<file path="src/rtl/ifetch_unit_pkg.sv">
// ifetch_unit_pkg: Y86-64 opcode/register constants and fetch FSM state type
package ifetch_unit_pkg;

    localparam logic [3:0] IHALT   = 4'h0;
    localparam logic [3:0] INOP    = 4'h1;
    localparam logic [3:0] IRRMOVQ = 4'h2;
    localparam logic [3:0] IIRMOVQ = 4'h3;
    localparam logic [3:0] IRMMOVQ = 4'h4;
    localparam logic [3:0] IMRMOVQ = 4'h5;
    localparam logic [3:0] IOPQ    = 4'h6;
    localparam logic [3:0] IJXX    = 4'h7;
    localparam logic [3:0] ICALL   = 4'h8;
    localparam logic [3:0] IRET    = 4'h9;
    localparam logic [3:0] IPUSHQ  = 4'hA;
    localparam logic [3:0] IPOPQ   = 4'hB;
    localparam logic [3:0] FNONE   = 4'h0;
    localparam logic [3:0] RNONE   = 4'hF;

    typedef enum logic [2:0] {S_IDLE, S_BYTE0, S_REGS, S_CONST, S_DONE} state_t;

    // Next sequential PC: opcode byte, optional register byte, optional 8-byte constant
    function automatic logic [63:0] calc_valp(input logic [63:0] pc, input logic regids, input logic valc);
        return pc + 64'd1 + {63'd0, regids} + {60'd0, valc, 3'd0};
    endfunction

endpackage

</file>
<file path="src/rtl/ifetch_unit_if.sv">
// ifetch_unit_if: byte-wide instruction memory port
interface ifetch_unit_if;

    logic        imem_req;
    logic [63:0] imem_addr;
    logic [7:0]  imem_rdata;
    logic        imem_ack;
    logic        imem_err;

    modport master (output imem_req, imem_addr, input imem_rdata, imem_ack, imem_err);
    modport slave  (input imem_req, imem_addr, output imem_rdata, imem_ack, imem_err);

endinterface

</file>
<file path="src/rtl/ifetch_unit_icode_class.sv">
// icode_class: classifies an icode into register-byte / constant-word needs and validity
module icode_class
    import ifetch_unit_pkg::*;
(
    input  logic [3:0] icode,
    output logic       need_regids,
    output logic       need_valc,
    output logic       instr_valid
);

    assign need_regids = icode inside {IRRMOVQ, IIRMOVQ, IRMMOVQ, IMRMOVQ, IOPQ, IPUSHQ, IPOPQ};
    assign need_valc   = icode inside {IIRMOVQ, IRMMOVQ, IMRMOVQ, IJXX, ICALL};
    assign instr_valid = icode inside {IHALT, INOP, IRRMOVQ, IIRMOVQ, IRMMOVQ, IMRMOVQ,
                                       IOPQ, IJXX, ICALL, IRET, IPUSHQ, IPOPQ};

endmodule

</file>
<file path="src/rtl/ifetch_unit.sv">
// ifetch_unit: multi-cycle Y86-64 fetch, one instruction byte per memory transfer
module ifetch_unit
    import ifetch_unit_pkg::*;
(
    input  logic          clk_i,
    input  logic          rst_i,
    input  logic          start_i,
    input  logic [63:0]   pc_i,
    output logic          ready_o,
    ifetch_unit_if.master bus,
    output logic          done_o,
    output logic [3:0]    icode_o,
    output logic [3:0]    ifun_o,
    output logic [3:0]    rA_o,
    output logic [3:0]    rB_o,
    output logic [63:0]   valC_o,
    output logic [63:0]   valP_o,
    output logic          instr_valid_o,
    output logic          imem_error_o
);

    state_t      state, state_nx;
    logic [63:0] addr;
    logic [2:0]  cnt;
    logic        need_valc;
    logic        busy, ack, err;
    logic        cls_regids, cls_valc, cls_valid;

    // Request and status are pure decodes of the state register, so no memory input reaches an output
    assign busy          = state inside {S_BYTE0, S_REGS, S_CONST};
    assign ack           = busy & bus.imem_ack;
    assign err           = ack & bus.imem_err;
    assign bus.imem_req  = busy;
    assign bus.imem_addr = addr;
    assign ready_o       = state == S_IDLE;
    assign done_o        = state == S_DONE;

    icode_class u_class (
        .icode       (bus.imem_rdata[7:4]),
        .need_regids (cls_regids),
        .need_valc   (cls_valc),
        .instr_valid (cls_valid)
    );

    // State register
    always_ff @(posedge clk_i) begin
        if (rst_i) state <= S_IDLE;
        else       state <= state_nx;
    end

    // Next state: each fetch phase advances on ack; an errored ack jumps straight to DONE
    always_comb begin
        state_nx = state;
        case (state)
            S_IDLE:  state_nx = start_i ? S_BYTE0 : S_IDLE;
            S_BYTE0: if (ack) state_nx = err ? S_DONE : cls_regids ? S_REGS : cls_valc ? S_CONST : S_DONE;
            S_REGS:  if (ack) state_nx = (!err && need_valc) ? S_CONST : S_DONE;
            S_CONST: if (ack) state_nx = (err || cnt == 3'd7) ? S_DONE : S_CONST;
            default: state_nx = S_IDLE;
        endcase
    end

    // Address, byte counter and result assembly
    always_ff @(posedge clk_i) begin
        if (rst_i || (state == S_IDLE && start_i)) begin
            addr          <= rst_i ? 64'd0 : pc_i;
            cnt           <= 3'd0;
            need_valc     <= 1'b0;
            icode_o       <= 4'h0;
            ifun_o        <= 4'h0;
            rA_o          <= RNONE;
            rB_o          <= RNONE;
            valC_o        <= 64'd0;
            valP_o        <= 64'd0;
            instr_valid_o <= 1'b0;
            imem_error_o  <= 1'b0;
        end else if (ack) begin
            addr <= addr + 64'd1;
            if (err) begin
                imem_error_o  <= 1'b1;
                icode_o       <= INOP;
                ifun_o        <= FNONE;
                instr_valid_o <= 1'b1;
            end else begin
                case (state)
                    S_BYTE0: begin
                        icode_o       <= bus.imem_rdata[7:4];
                        ifun_o        <= bus.imem_rdata[3:0];
                        need_valc     <= cls_valc;
                        instr_valid_o <= cls_valid;
                        valP_o        <= calc_valp(addr, cls_regids, cls_valc);
                    end
                    S_REGS: begin
                        rA_o <= bus.imem_rdata[7:4];
                        rB_o <= bus.imem_rdata[3:0];
                    end
                    S_CONST: begin
                        valC_o[{cnt, 3'b000} +: 8] <= bus.imem_rdata;
                        cnt                        <= cnt + 3'd1;
                    end
                    default: ;
                endcase
            end
        end
    end

endmodule

</file>
<file path="src/flat_wrapper.sv">
// flat-port wrapper written by rule: the top's interface ports become plain ports
module ifetch_unit_flat import ifetch_unit_pkg::*;
  (clk_i, rst_i, start_i, pc_i, ready_o, done_o, icode_o, ifun_o, rA_o, rB_o, valC_o, valP_o, instr_valid_o, imem_error_o, bus_imem_req, bus_imem_addr, bus_imem_rdata, bus_imem_ack, bus_imem_err);
  ifetch_unit_if bus_i ();
  input  logic clk_i;
  input  logic rst_i;
  input  logic start_i;
  input  logic [63:0] pc_i;
  output logic ready_o;
  output logic done_o;
  output logic [3:0] icode_o;
  output logic [3:0] ifun_o;
  output logic [3:0] rA_o;
  output logic [3:0] rB_o;
  output logic [63:0] valC_o;
  output logic [63:0] valP_o;
  output logic instr_valid_o;
  output logic imem_error_o;
  output wire logic [$bits(bus_i.imem_req)-1:0] bus_imem_req;
  output wire logic [$bits(bus_i.imem_addr)-1:0] bus_imem_addr;
  input wire logic [$bits(bus_i.imem_rdata)-1:0] bus_imem_rdata;
  input wire logic [$bits(bus_i.imem_ack)-1:0] bus_imem_ack;
  input wire logic [$bits(bus_i.imem_err)-1:0] bus_imem_err;
  assign bus_imem_req = bus_i.imem_req;
  assign bus_imem_addr = bus_i.imem_addr;
  assign bus_i.imem_rdata = bus_imem_rdata;
  assign bus_i.imem_ack = bus_imem_ack;
  assign bus_i.imem_err = bus_imem_err;
  ifetch_unit u_core (.clk_i(clk_i), .rst_i(rst_i), .start_i(start_i), .pc_i(pc_i), .ready_o(ready_o), .bus(bus_i), .done_o(done_o), .icode_o(icode_o), .ifun_o(ifun_o), .rA_o(rA_o), .rB_o(rB_o), .valC_o(valC_o), .valP_o(valP_o), .instr_valid_o(instr_valid_o), .imem_error_o(imem_error_o));
endmodule
</file>
<file path="config.mk">
export PLATFORM = sky130hd
export DESIGN_NAME = ifetch_unit_flat
export DESIGN_NICKNAME = d
export VERILOG_FILES = /design/src/rtl/ifetch_unit_pkg.sv /design/src/rtl/ifetch_unit_if.sv /design/src/rtl/ifetch_unit_icode_class.sv /design/src/rtl/ifetch_unit.sv /design/src/flat_wrapper.sv
export SDC_FILE = /design/constraint.sdc
export NUM_CORES = 1
export LEC_CHECK = 0
export BUFFER_PORTS_ARGS = -buffer_cell sky130_fd_sc_hd__buf_2
export CORE_MARGIN = 8
export CORE_UTILIZATION = 49
export DETAILED_ROUTE_END_ITERATION = 16
export PLACE_DENSITY_LB_ADDON = 0.1
export SLEW_MARGIN = 20
export SYNTH_ARGS = -nofsm -noshare
export SYNTH_HDL_FRONTEND = slang
export SYNTH_SLANG_ARGS = --single-unit
</file>
<file path="constraint.sdc">
create_clock -name clk_i -period 5.65 [get_ports clk_i]
set_input_delay 0.2825 -clock clk_i [delete_from_list [all_inputs] [get_ports clk_i]]
set_output_delay 0.2825 -clock clk_i [all_outputs]
set_load 0.01 [all_outputs]
</file>
==> flow_results.org, run 1 <==
** Die
- In this run the horizontal extent of the chip is 170 µm.
- The floorplan step defined a die boundary enclosing 29000 µm².
- The die is 170 µm tall.
- Initial Util :: 49.9%
- Core Rows :: 56
- In this run the count of I/O pins placed on the die edge is 290.
- After floorplanning, the core was sized to cover roughly 23000 µm².

** STA
- Setup repair after global routing missed its margin :: false
- Accumulated negative setup slack :: 0 ps
- The total count of max-transition violations in the final report was 0.
- Clock period minus worst slack :: 4410 ps
- Worst-margin pin slew :: just over 1000 ps
- Number of hold violations in the final report :: 0
- For this run, the top clock speed supported by timing is 227 MHz.
- Part of the cycle the worst path needs :: 78.1%
- Number of setup violations in the final report :: 0
- Tightest slew margin relative to the limit :: 32.1%
- On the final layout, the worst clock skew is 9.68 ps.

** Setup path
- Slowest cell on the critical path :: nor3_1
- Critical Path Sink Type :: flop
- Worst endpoint required time :: slightly above 6000 ps
- Crit-path max cell delay :: 820 ps
- The most numerous cell type found on the critical path is nand3_1.
- Cell chain of the critical path :: ha_1 -> nand3_1 -> nor3_1 -> nand3_1 -> nor4_1 -> o22ai_1 -> or2_1 -> nor4_4 -> a211oi_1 -> nand3b_1
- CP delay by family, top :: simple AND/OR/NAND/NOR gates
- Critical path launch point type :: flop
- Crit path kind :: reg -> reg
- Data arrival time of the critical path :: 4830 ps
- Maximum fanout encountered on the critical timing path :: 12
- Buffers & Inverters on Critical Path :: 0

** Layout
- In the layout the commonest cells are buf_2, nand2_1, nor2_1.
- Area used by multi-input combinational logic :: 6280 µm²
- Number of nets in the final layout :: about 1700
- From synthesis to final layout, the design area changed by 21.2%.
- Layout Utilization :: roughly 60%
- Cells with a size suffix above 1 make up 22.6% of the layout.
- Most frequent standard cell in the layout excluding fill and tap cells :: buf_2
- Filler Cell Count :: about 2200
- The sequential cells in the finished layout cover a total of ~5000 µm².

** Synthesis
- Syn_nets :: 1502
- Mapped Cells :: 1414
- Synthesized area per cell :: 8.25 µm²
- EDFF count, synth :: 64
- Synthesis Warnings :: 0
- Netlist area before placement :: between 10000 and 15000 µm²
- Yosys mapped the design onto 72 distinct sky130hd cell types.
- Among all flip-flop cells after synthesis, the most frequent one is dfxtp_1.
- Seq/Total Area, Yosys :: between 40% and 50%
- Synthesis-stage register bit count :: 217
- After synthesis, the share of flip-flops with an asynchronous set or reset is 0%.

** Power and ir drop
- IR analysis of the VDD net gives a maximum drop of about 0.25 mV.
- Proportion of total power due to net switching :: ~29%
- Dividing total power by cell area gives a power density of around 300 nW/µm².
- Relative contribution of sequential cells to total power :: 44.4%
- In this run, the clock network consumes 40.1% of the power.
- In this run the static leakage power is 5.58 nW.
- The internal portion of the total power is 2.99 mW.
- For this design the total switching power over the nets is 1.25 mW.
- Combinational Power Share :: 15.4%

** Clocking
- Gates resized, CTS repair :: 0
- Hold repair after CTS inserted 0 buffers.
- The root buffer cell chosen for the clock tree is clkbuf_16.
- Largest buffer count on any clock path :: 3
- TritonCTS created 24 clock buffers.
- Clock slew at reported path FFs :: about 60 ps
- Level count of the clock H-tree :: 1
- In this run the post-CTS setup repair buffer count came out at 0.
- The clock reaches the later pin of the worst-skew pair after roughly 530 ps.
- TritonCTS built the clock tree.
- Clock tree synthesis found a total of 217 sinks.

** Placement
- Placer congestion estimate :: 0.944
- Post-DP HPWL :: 28.8 mm
- Count of input and output buffers :: 289

** Global routing
- Entering global routing, the biggest net connects 96 pins.
- The number of antenna violations at the first check in global routing came to 6.
- The number of global-route vias before repair is 11200.
- Summed over all layers, the global routing overflow is 0.
- Across every metal layer, demand over resource in global routing totals between 20% and 30%.
- Wire length of the first global-routing pass :: 61.4 mm

** Drt
- Via-to-Cell Ratio :: 5.80
- First-pass DRT Iterations :: 6
- For this block, the via count after detailed routing is around 12000.
- The first routing iteration left 935 violations.
- Dividing the detail-routed wire length by the instance count gives 19.8 µm.
- Sum of routed wire length over all layers :: 39.3 mm
- Routed Antenna Nets :: 0
- Number of design rule violations left after detail routing :: 0

** Run
- The tool flagged a number of max-cap violations equal to 0.

** Status
- Status :: completed

** Min path
- The min-delay analysis places its worst path in the category in -> reg.
routing by layer:
layer | track usage (%) | vias to the layer above | share of wire, %
li1 | - | 5513 | -
met4 | 7.86 | 12 | 2.7
met5 | 0 | - | 0.18
met2 | 43.2 | 479 | 47
met1 | 32.4 | 5438 | 40
met3 | 7.55 | 88 | 10
tightest hold or removal path: stages:
cell and delay (ps):
buf_2 70, nand2_1 30, o21ai_0 60
Yosys cell counts (all sizes together), types with 11 or more instances:
library cell,instances,area share (%)
nand4,43,2.4
nand2,200,6.4
nor3,37,1.6
xnor2,54,4.1
clkbuf,77,2.5
and3,17,0.91
nor2,177,5.7
nor4,37,2.7
mux2i,20,1.7
ha,11,1.2
xor2,39,2.9
nand3,103,4.6
dfxtp,153,26
a21oi,94,4.0
o21ai,81,3.5
inv,20,0.64
edfxtp,64,16
a211o,17,1.3
buf,15,0.80
logic make-up after synthesis:
family	synth area share, %
AND/OR/NAND/NOR	29.5
AO/OA/AOI/OAI	13.8
flip-flops	42.7
buffers and inverters	3.94
XOR/XNOR	7.04
multiplexers	1.81
adder cells (fa/ha/maj)	1.18
state kept, by name, indices dropped and copies added, names as in the netlist:
register	flops
u_core.need_valc	1
u_core.bus.imem_addr	64
u_core.imem_error_o	1
u_core.rB_o	4
u_core.valP_o	64
u_core.state	3
u_core.instr_valid_o	1
u_core.cnt	3
u_core.rA_o	4
u_core.ifun_o	4
u_core.valC_o	64
u_core.icode_o	4
through the flow:
step	hold slack, ps	cell area (µm²)	power, mW	cells	setup WS [ps]
floorplan	407	11700	2.28	1414	1590
global placement	437	13300	2.56	1943	1550
detailed placement	442	13300	2.57	1943	1380
CTS	8.59	14100	4.26	1986	1360
global route	20.6	14100	4.40	1986	847
finish	24.6	14100	4.24	1987	1240
worst paths after layout:
kind	from	end	slack, ps	cells past startpoint
max	u_core.bus.imem_addr[0]	u_core.valP_o[58]	1240	10
min	pc_i[36]	u_core.bus.imem_addr[36]	20	3
max reg2reg	u_core.bus.imem_addr[0]	u_core.valP_o[58]	1240	10
min reg2reg	u_core.valP_o[19]	u_core.valP_o[19]	450	2
layout make-up:
cell class	instances	area share (%)
clock inverters	15	1.60
multi-input cells	1085	44.4
flip-flops and latches	217	35.2
well taps	319	2.82
diodes	1	0.0177
inverters	20	0.531
repair buffers	302	10.9
clock buffers	28	4.50
power by group through the flow:
| stage | Combinational [mW] | Sequential [mW] | Clock, mW |
|---|---|---|---|
| after floorplan | 0.390 | 1.89 | 0 |
| after CTS | 0.656 | 1.88 | 1.72 |
| after global routing | 0.715 | 1.90 | 1.79 |
| after detailed placement | 0.653 | 1.91 | 0 |
| after global placement | 0.653 | 1.91 | 0 |
| final | 0.654 | 1.88 | 1.70 |
Note: power is estimated with default switching activity, not from simulation.
==> run 2, diff against run 1 <==
--- a/config.mk
+++ b/config.mk
@@ -5,9 +5,10 @@
 export SDC_FILE = /design/constraint.sdc
 export NUM_CORES = 1
 export LEC_CHECK = 0
+export ABC_AREA = 1
 export BUFFER_PORTS_ARGS = -buffer_cell sky130_fd_sc_hd__buf_2
 export CORE_MARGIN = 8
-export CORE_UTILIZATION = 49
+export CORE_UTILIZATION = 50
 export DETAILED_ROUTE_END_ITERATION = 16
 export PLACE_DENSITY_LB_ADDON = 0.1
 export SLEW_MARGIN = 20
==> constraint.sdc (replaced) <==
create_clock -name clk_i -period 3.95 [get_ports clk_i]
set_input_delay 0.1975 -clock clk_i [delete_from_list [all_inputs] [get_ports clk_i]]
set_output_delay 0.1975 -clock clk_i [all_outputs]
set_load 0.01 [all_outputs]
==> flow_results.org, run 2 <==
** Clocking
- Number of buffers added by the clock tree synthesis step :: 24 (unchanged)
- Gates resized, CTS repair :: 0 (unchanged)
- The buffer type at the clock tree root was clkbuf_16 (unchanged).
- Skew-Pair Late Insertion Delay :: 540 ps (was 530 ps)
- The CTS tree is built (unchanged).
- Clock slew at reported path FFs :: 70 ps (was 60 ps)
- The post-cts hold buffer count is 61 (was 0).
- Largest buffer count on any clock path :: 3 (unchanged)
- The sink count of the clock tree came to 217 (unchanged).
- Level count of the clock H-tree :: 1 (unchanged)
- Number of buffers inserted to repair setup after CTS :: 0 (unchanged)

** Synthesis
- The most frequently used flop master after synthesis is dfxtp_1 (unchanged).
- The share of async-settable or async-resettable flops after synthesis is 0% (unchanged).
- Seq/Total Area, Yosys :: 38.3% (was 42.7%)
- Cell variety after synth :: 43 (was 72)
- Netlist area before placement :: 13000 µm² (was 11700 µm²)
- The gate count after technology mapping came to 1949 (was 1414).
- The largest area contributor in the synthesized netlist is dfxtp_1 (unchanged).
- Synth top area cells: dfxtp_1, edfxtp_1, nand2_1 (unchanged).
- The top-area cell type share of the netlist area is 23.5% (was 26.2%).
- Syn_nets :: 2037 (was 1502)
- Synthesis-stage register bit count :: 217 (unchanged)
- Top post-synthesis cells by count :: nand2_1, nor2_1, inv_1 (was nand2_1, nor2_1, dfxtp_1)
- The total of warnings raised by yosys came to 0 (unchanged).
- The average instance area after synthesis is 6.69 µm² (was 8.25 µm²).
- The number of flops mapped to enable cells by yosys was 64 (unchanged).
- The most repeated cell in the gate-level netlist after synthesis is nand2_1 (unchanged).

** Placement
- The pre-CTS setup slack came to 519 ps (was 1380 ps).
- The instance area after placement is 14800 µm² (was 13300 µm²).
- Placer congestion estimate :: 1.00 (was 0.944)
- Count of input and output buffers :: 289 (unchanged)
- Post-DP HPWL :: 40.7 mm (was 28.8 mm)

** STA
- Of the available clock period, the critical path in the final layout requires 87.9%.
- The routed design could run at a clock period as short as between 3000 and 4000 ps.
- Setup repair after global routing missed its margin: false (unchanged).
- The tightest slew margin relative to the limit came to 27.5% (was 32.1%).
- Accumulated negative setup slack :: 0 ps (unchanged)
- Top achievable clock speed :: 288 MHz
- The largest clock skew in the final design is 17.9 ps (was 9.68 ps).
- Number of setup violations in the final report :: 0 (unchanged)
- Number of hold violations in the final report :: 0 (unchanged)
- Smallest setup slack after layout :: 479 ps (was 1240 ps)
- Max-slew violation count :: 0 (unchanged)
- The worst hold slack across all endpoints is 17.7 ps (was 24.6 ps).
- Worst-margin pin slew :: 1090 ps (was 1010 ps)

** Drt
- The via count of the routed design came to 14600 (was 11500).
- The number of antenna-violating nets in the routed design came to 0 (unchanged).
- Starting DRT DRC Count :: 1430 (was 935)
- Sum of routed wire length over all layers :: 52.6 mm (was 39.3 mm)
- The detailed-route vias per instance came to 5.55 (was 5.80).
- First-pass DRT Iterations :: 5 (was 6)
- The met3 wirelength from detailed routing was 5.78 mm (was 3.96 mm).
- The top layer reached by signal wires was met4 (was met5).
- Number of design rule violations left after detail routing :: 0 (unchanged)
- The per-cell routed wire length came to 20.0 µm (was 19.8 µm).
- The post-route met1 wirelength came to 20.7 mm (was 15.8 mm).
- Wire length on met2 :: 24.1 mm (was 18.4 mm)

** Power and ir drop
- Power per standard cell area :: 528 nW/µm² (was 300 nW/µm²)
- The worst vdd rail ir drop came to 0.460 mV (was 0.253 mV).
- The total power consumption of the routed design is 8.60 mW (was 4.24 mW).
- Reported leakage power :: 7.17 nW (was 5.58 nW)

** Die
- The die width was 177 µm (was 170 µm).
- The initial cell density of the core was 50.4% (was 49.9%).
- The y dimension of the die is 177 µm (was 170 µm).
- The number of I/O pins is 290 (unchanged).
- The total core area came to 25800 µm² (was 23400 µm²).
- The area of the die came to 31500 µm² (was 29000 µm²).
- The number of rows created at floorplan is 59 (was 56).

** Global routing
- Global-route usage over all layers :: 32.4% (was 26.1%)
- The largest net degree at the start of global routing is 128 (was 96).
- Wire length of the first global-routing pass :: 80.1 mm (was 61.4 mm)
- The number of antenna violations at the first check in global routing came to 0 (was 6).
- Total gr overflow :: 0 (unchanged)
- The number of global-route vias before repair came to 14100 (was 11200).

** Setup path
- The standard cell with the maximum stage delay on the critical path is dlygate4sd3_1 (was nor3_1).
- Cell chain of the critical path: dlygate4sd3_1 -> buf_2 -> clkinv_1 -> a21oi_1 -> a21oi_1 -> nand2_1 -> inv_1 -> ha_1 -> nand2_1 -> inv_1 -> nand2_1 -> nand2_1 -> nand2_1 -> nor2_1 -> nand2_1 -> nor2_2 -> nand2_1 -> nor3_1 -> nand3_1 -> nor2_1 -> o21ai_0 -> o21bai_1 -> inv_1 (was ha_1 -> nand3_1 -> nor3_1 -> nand3_1 -> nor4_1 -> o22ai_1 -> or2_1 -> nor4_4 -> a211oi_1 -> nand3b_1).
- The type of element launching the critical path is a primary input (was flop).
- Crit-path max cell delay :: 520 ps (was 820 ps)
- The endpoint required time on the critical path came to 4370 ps (was 6070 ps).
- The type of the worst setup path is in -> reg (was reg -> reg).
- Maximum fanout encountered on the critical timing path :: 10 (was 12)
- Reg-to-reg setup timing slack :: 640 ps (was 1240 ps)
- The data arrival time of the worst path came to 3890 ps (was 4830 ps).
- The cell occurring most often along the worst timing path is nand2_1 (was nand3_1).
- Critical Path Sink Type :: flop (unchanged)

** Layout
- Layout cell share with drive strength beyond 1 :: 19.5% (was 22.6%)
- The leading cell type in the layout, fill and taps excluded was nand2_1 (was buf_2).
- The final cell area excluding filler cells came to 16300 µm² (was 14100 µm²).
- Area Overhead vs Synth :: 25.0% (was 21.2%)
- The final-stage net count came to 2367 (was 1738).
- Top library cells by usage in the layout, fill and taps aside: nand2_1, nor2_1, buf_2 (was buf_2, nand2_1, nor2_1).
- Antenna diodes :: 0 (was 1)

** Run
- The max-cap check violation count came to 0 (unchanged).

** Status
- Status :: completed (unchanged)

** Min path
- The path class of the lowest-slack min-delay path is in -> reg (unchanged).
==> run 2: where the power goes <==
part	internal, mW	switching, mW	total [mW]	leakage, nW
Sequential	2.73	0.476	3.21	1.93
Clock	1.48	1.03	2.50	0.435
Combinational	0.848	2.04	2.89	4.81
Total	5.06	3.54	8.60	7.17
==> run 2: critical path: cells and delay by family <==
family,cells,cell delay (ps)
AO/OA/AOI/OAI,4,590
adder cells (fa/ha/maj),1,310
buffers and inverters,6,1150
AND/OR/NAND/NOR,12,1660
==> run 2: area by class of cell <==
class	instances	area, µm²
Clock buffer	32	746
Clock inverter	12	140
Fill cell	2401	9540
Inverter	213	801
Multi-Input combinational cell	1458	7010
Sequential cell	217	4980
Tap cell	335	419
Timing Repair Buffer	365	2190
==> run 2: final timing paths <==
check / from / end / cells past startpoint
worst min register to register: u_core.imem_error_o / u_core.imem_error_o / 1
worst min-delay path: pc_i[5] / u_core.bus.imem_addr[5] / 3
worst max-delay path: bus_imem_rdata[6] / u_core.valP_o[40] / 23
worst max register to register: u_core.bus.imem_addr[2] / u_core.valP_o[40] / 18
==> run 2: logic make-up (layout without fill, tap and decap cells) <==
family | after synthesis | after routing | share of synthesized area (%)
AND/OR/NAND/NOR | 1095 | 1095 | 36.8
AO/OA/AOI/OAI | 312 | 312 | 13.2
buffers and inverters | 274 | 622 | 7.96
flip-flops | 217 | 217 | 38.3
XOR/XNOR | 40 | 40 | 2.69
adder cells (fa/ha/maj) | 11 | 11 | 1.06
==> run 2: metrics by stage <==
stage	instances	utilization (%)
after global routing	2632	63.1
after global placement	2526	57.2
after detailed placement	2526	57.2
after CTS	2631	63.0
after floorplan	1949	-
final	2632	63.1
==> run 2: layer usage <==
metal / global-route usage (%) / vias to the layer above
li1: - / 7014
met1: 40.0 / 6733
met2: 54.0 / 744
met3: 7.98 / 105
met4: 12.1 / 0
met5: 0 / -
==> run 3, diff against run 2 <==
==> constraint.sdc (replaced) <==
create_clock -name clk_i -period 3.95 [get_ports clk_i]
set_input_delay 0.1975 -clock clk_i [delete_from_list [all_inputs] [get_ports clk_i]]
set_output_delay 0.1975 -clock clk_i [all_outputs]
set_load 0.05 [all_outputs]
==> flow_results.org, run 3 (synthesized netlist as in run 2, its figures left out) <==
** Status
- Status :: completed (unchanged)

** Setup path
- Crit-path max cell delay :: 530 ps (was 520 ps)
- The endpoint required time on the critical path was 4370 ps (about the same).
- Most frequent CP cell :: nand2_1 (unchanged)
- The worst path buffer plus inverter count is 6 (unchanged).
- Critical Path Sink Type :: flop (unchanged)
- The highest fanout seen on the critical path was 10 (unchanged).
- The type of the worst setup path is in -> reg (unchanged).
- The cell family contributing the most delay on the critical path is simple AND/OR/NAND/NOR gates (unchanged).
- The type of element launching the critical path is a primary input (unchanged).
- The data arrival time of the worst path is 3850 ps (was 3890 ps).
- The standard cell with the maximum stage delay on the critical path is dlygate4sd3_1 (unchanged).

** Drt
- Sum of routed wire length over all layers :: 51.1 mm (was 52.6 mm)
- Average wire length per cell after detail routing :: 19.6 µm (was 20.0 µm)
- Via-to-Cell Ratio :: 5.52 (was 5.55)
- First-pass DRT Iterations :: 6 (was 5)
- Starting DRT DRC Count :: 1329 (was 1430)
- Routed Antenna Nets :: 0 (unchanged)
- The via count of the routed design came to 14400 (was 14600).
- Number of design rule violations left after detail routing :: 0 (unchanged)

** STA
- Number of hold violations in the final report :: 0 (unchanged)
- Tightest slew margin relative to the limit :: 28.8% (was 27.5%)
- Smallest setup slack after layout :: 517 ps (was 479 ps)
- Number of setup violations in the final report :: 0 (unchanged)
- Accumulated negative setup slack :: 0 ps (unchanged)
- Top achievable clock speed :: 291 MHz (was 288 MHz)
- The largest clock skew in the final design is 17.4 ps (was 17.9 ps).
- Setup repair after global routing missed its margin: false (unchanged).
- Worst-margin pin slew :: 1070 ps (was 1090 ps)
- The total count of max-transition violations in the final report is 0 (unchanged).
- Clock period minus worst slack :: 3430 ps (was 3470 ps)
- Part of the cycle the worst path needs :: 86.9% (was 87.9%)

** Clocking
- The sink count of the clock tree was 217 (unchanged).
- The number of buffers added by the clock tree synthesis step is 24 (unchanged).
- The clock latency on the worst-skew pair was 530 ps (was 540 ps).
- Clock slew at reported path FFs :: 60 ps (was 70 ps)
- Largest buffer count on any clock path :: 3 (unchanged)
- The post-cts hold buffer count is 41 (was 61).
- The number of H-tree levels was 1 (unchanged).
- The buffer type at the clock tree root was clkbuf_16 (unchanged).
- The CTS tree was built (unchanged).
- Number of buffers inserted to repair setup after CTS :: 0 (unchanged)
- Gates resized, CTS repair :: 0 (unchanged)

** Die
- The total core area is 25800 µm² (unchanged).
- Initial Util :: 50.4% (unchanged)
- The number of I/O pins came to 290 (unchanged).
- The y dimension of the die was 177 µm (unchanged).
- Core Rows :: 59 (unchanged)
- The die width is 177 µm (unchanged).
- The area of the die was 31500 µm² (unchanged).

** Placement
- Dpl ws :: 615 ps (was 519 ps)
- The final weighted congestion in routability-driven placement was 0.964 (was 1.00).
- Post-DP HPWL :: 40.0 mm (was 40.7 mm)
- Count of input and output buffers :: 289 (unchanged)

** Layout
- The proportion of layout cells with a drive suffix above 1 is 19.5% (about the same).
- The final-stage net count was 2343 (was 2367).
- The number of antenna repair diodes is 0 (unchanged).
- Top library cells by usage in the layout, fill and taps aside: nand2_1, nor2_1, buf_2 (unchanged).
- Filler Cell Count :: 2496 (was 2401)
- Area Overhead vs Synth :: 22.8% (was 25.0%)
- Area used by multi-input combinational logic :: 7010 µm² (unchanged)
- The area used by sequential logic in the layout is 4980 µm² (unchanged).
- Most frequent standard cell in the layout excluding fill and tap cells :: nand2_1 (unchanged)

** Power and ir drop
- The power density over cell area is 589 nW/µm² (was 528 nW/µm²).
- The worst vdd rail ir drop came to 0.499 mV (was 0.460 mV).
- The total power consumption of the routed design is 9.42 mW (was 8.60 mW).
- The reported leakage power was 7.05 nW (was 7.17 nW).

** Global routing
- The total global routing overflow came to 0 (unchanged).
- The total routing usage reported by global routing came to 31.5% (was 32.4%).
- Largest net degree at the start of global routing :: 94 (was 128)
- Wire length of the first global-routing pass :: 77.9 mm (was 80.1 mm)
- Number of antenna violations at the first check in global routing :: 0 (unchanged)
- Number of global-route vias before repair :: 14100 (about the same)

** Run
- Max-cap violations :: 0 (unchanged)

** Min path
- Type of the worst min-delay path :: in -> reg (unchanged)
[run 3: changes by cell type in the layout (fill, tap and decap cells not counted), sizes merged]
| cell | previous run | this run |
|---|---|---|
| dlygate4sd3 | 61 | 41 |
| buf | 304 | 300 |
| inv | 214 | 210 |
| clkinv | 8 | 11 |
| clkbuf | 32 | 34 |
| bufinv | 2 | 1 |
[run 3: final cells by class]
cell class | count | share of cell area, %
Sequential cell | 217 | 31.2
Inverter | 213 | 5.00
Timing Repair Buffer | 341 | 12.2
Tap cell | 335 | 2.62
Clock buffer | 34 | 4.71
Multi-Input combinational cell | 1458 | 43.8
Clock inverter | 10 | 0.493
[run 3: stage by stage]
step	utilization, %	cell area (µm²)	cells	hold WS, ps
global placement	57.1	14800	2523	438
CTS	61.9	16000	2608	0.371
global route	61.9	16000	2608	12.9
floorplan	-	13000	1949	299
detailed placement	57.1	14800	2523	436
finish	61.9	16000	2608	3.54
[run 3: power breakdown]
part           internal [mW]  switching (mW)
Combinational          0.825            3.04
Sequential              2.74           0.473
Clock                   1.40           0.955
Total                   4.96            4.46
[run 3: per-layer routing]
| layer | share of wire (%) | up-vias | global-route usage [%] |
|---|---|---|---|
| met2 | 45 | 703 | 52.0 |
| met4 | 4.6 | 0 | 13.8 |
| met3 | 10 | 123 | 7.64 |
| met1 | 40 | 6584 | 38.6 |
| li1 | - | 6986 | - |
| met5 | 0 | - | 0 |
[run 3: tightest hold or removal path, cell delays in order]
cell	delay [ps]
buf_2	80
nand3_1	70
o21ai_0	70
[run 3: worst paths after layout]
check / startpoint / to / depth (start not counted) / slack [ps]
setup reg to reg: u_core.bus.imem_addr[2] / u_core.valP_o[56] / 20 / 740
hold reg to reg: u_core.imem_error_o / u_core.imem_error_o / 1 / 460
setup / recovery: bus_imem_rdata[6] / u_core.valP_o[56] / 25 / 520
hold / removal: pc_i[54] / u_core.bus.imem_addr[54] / 3 / 4
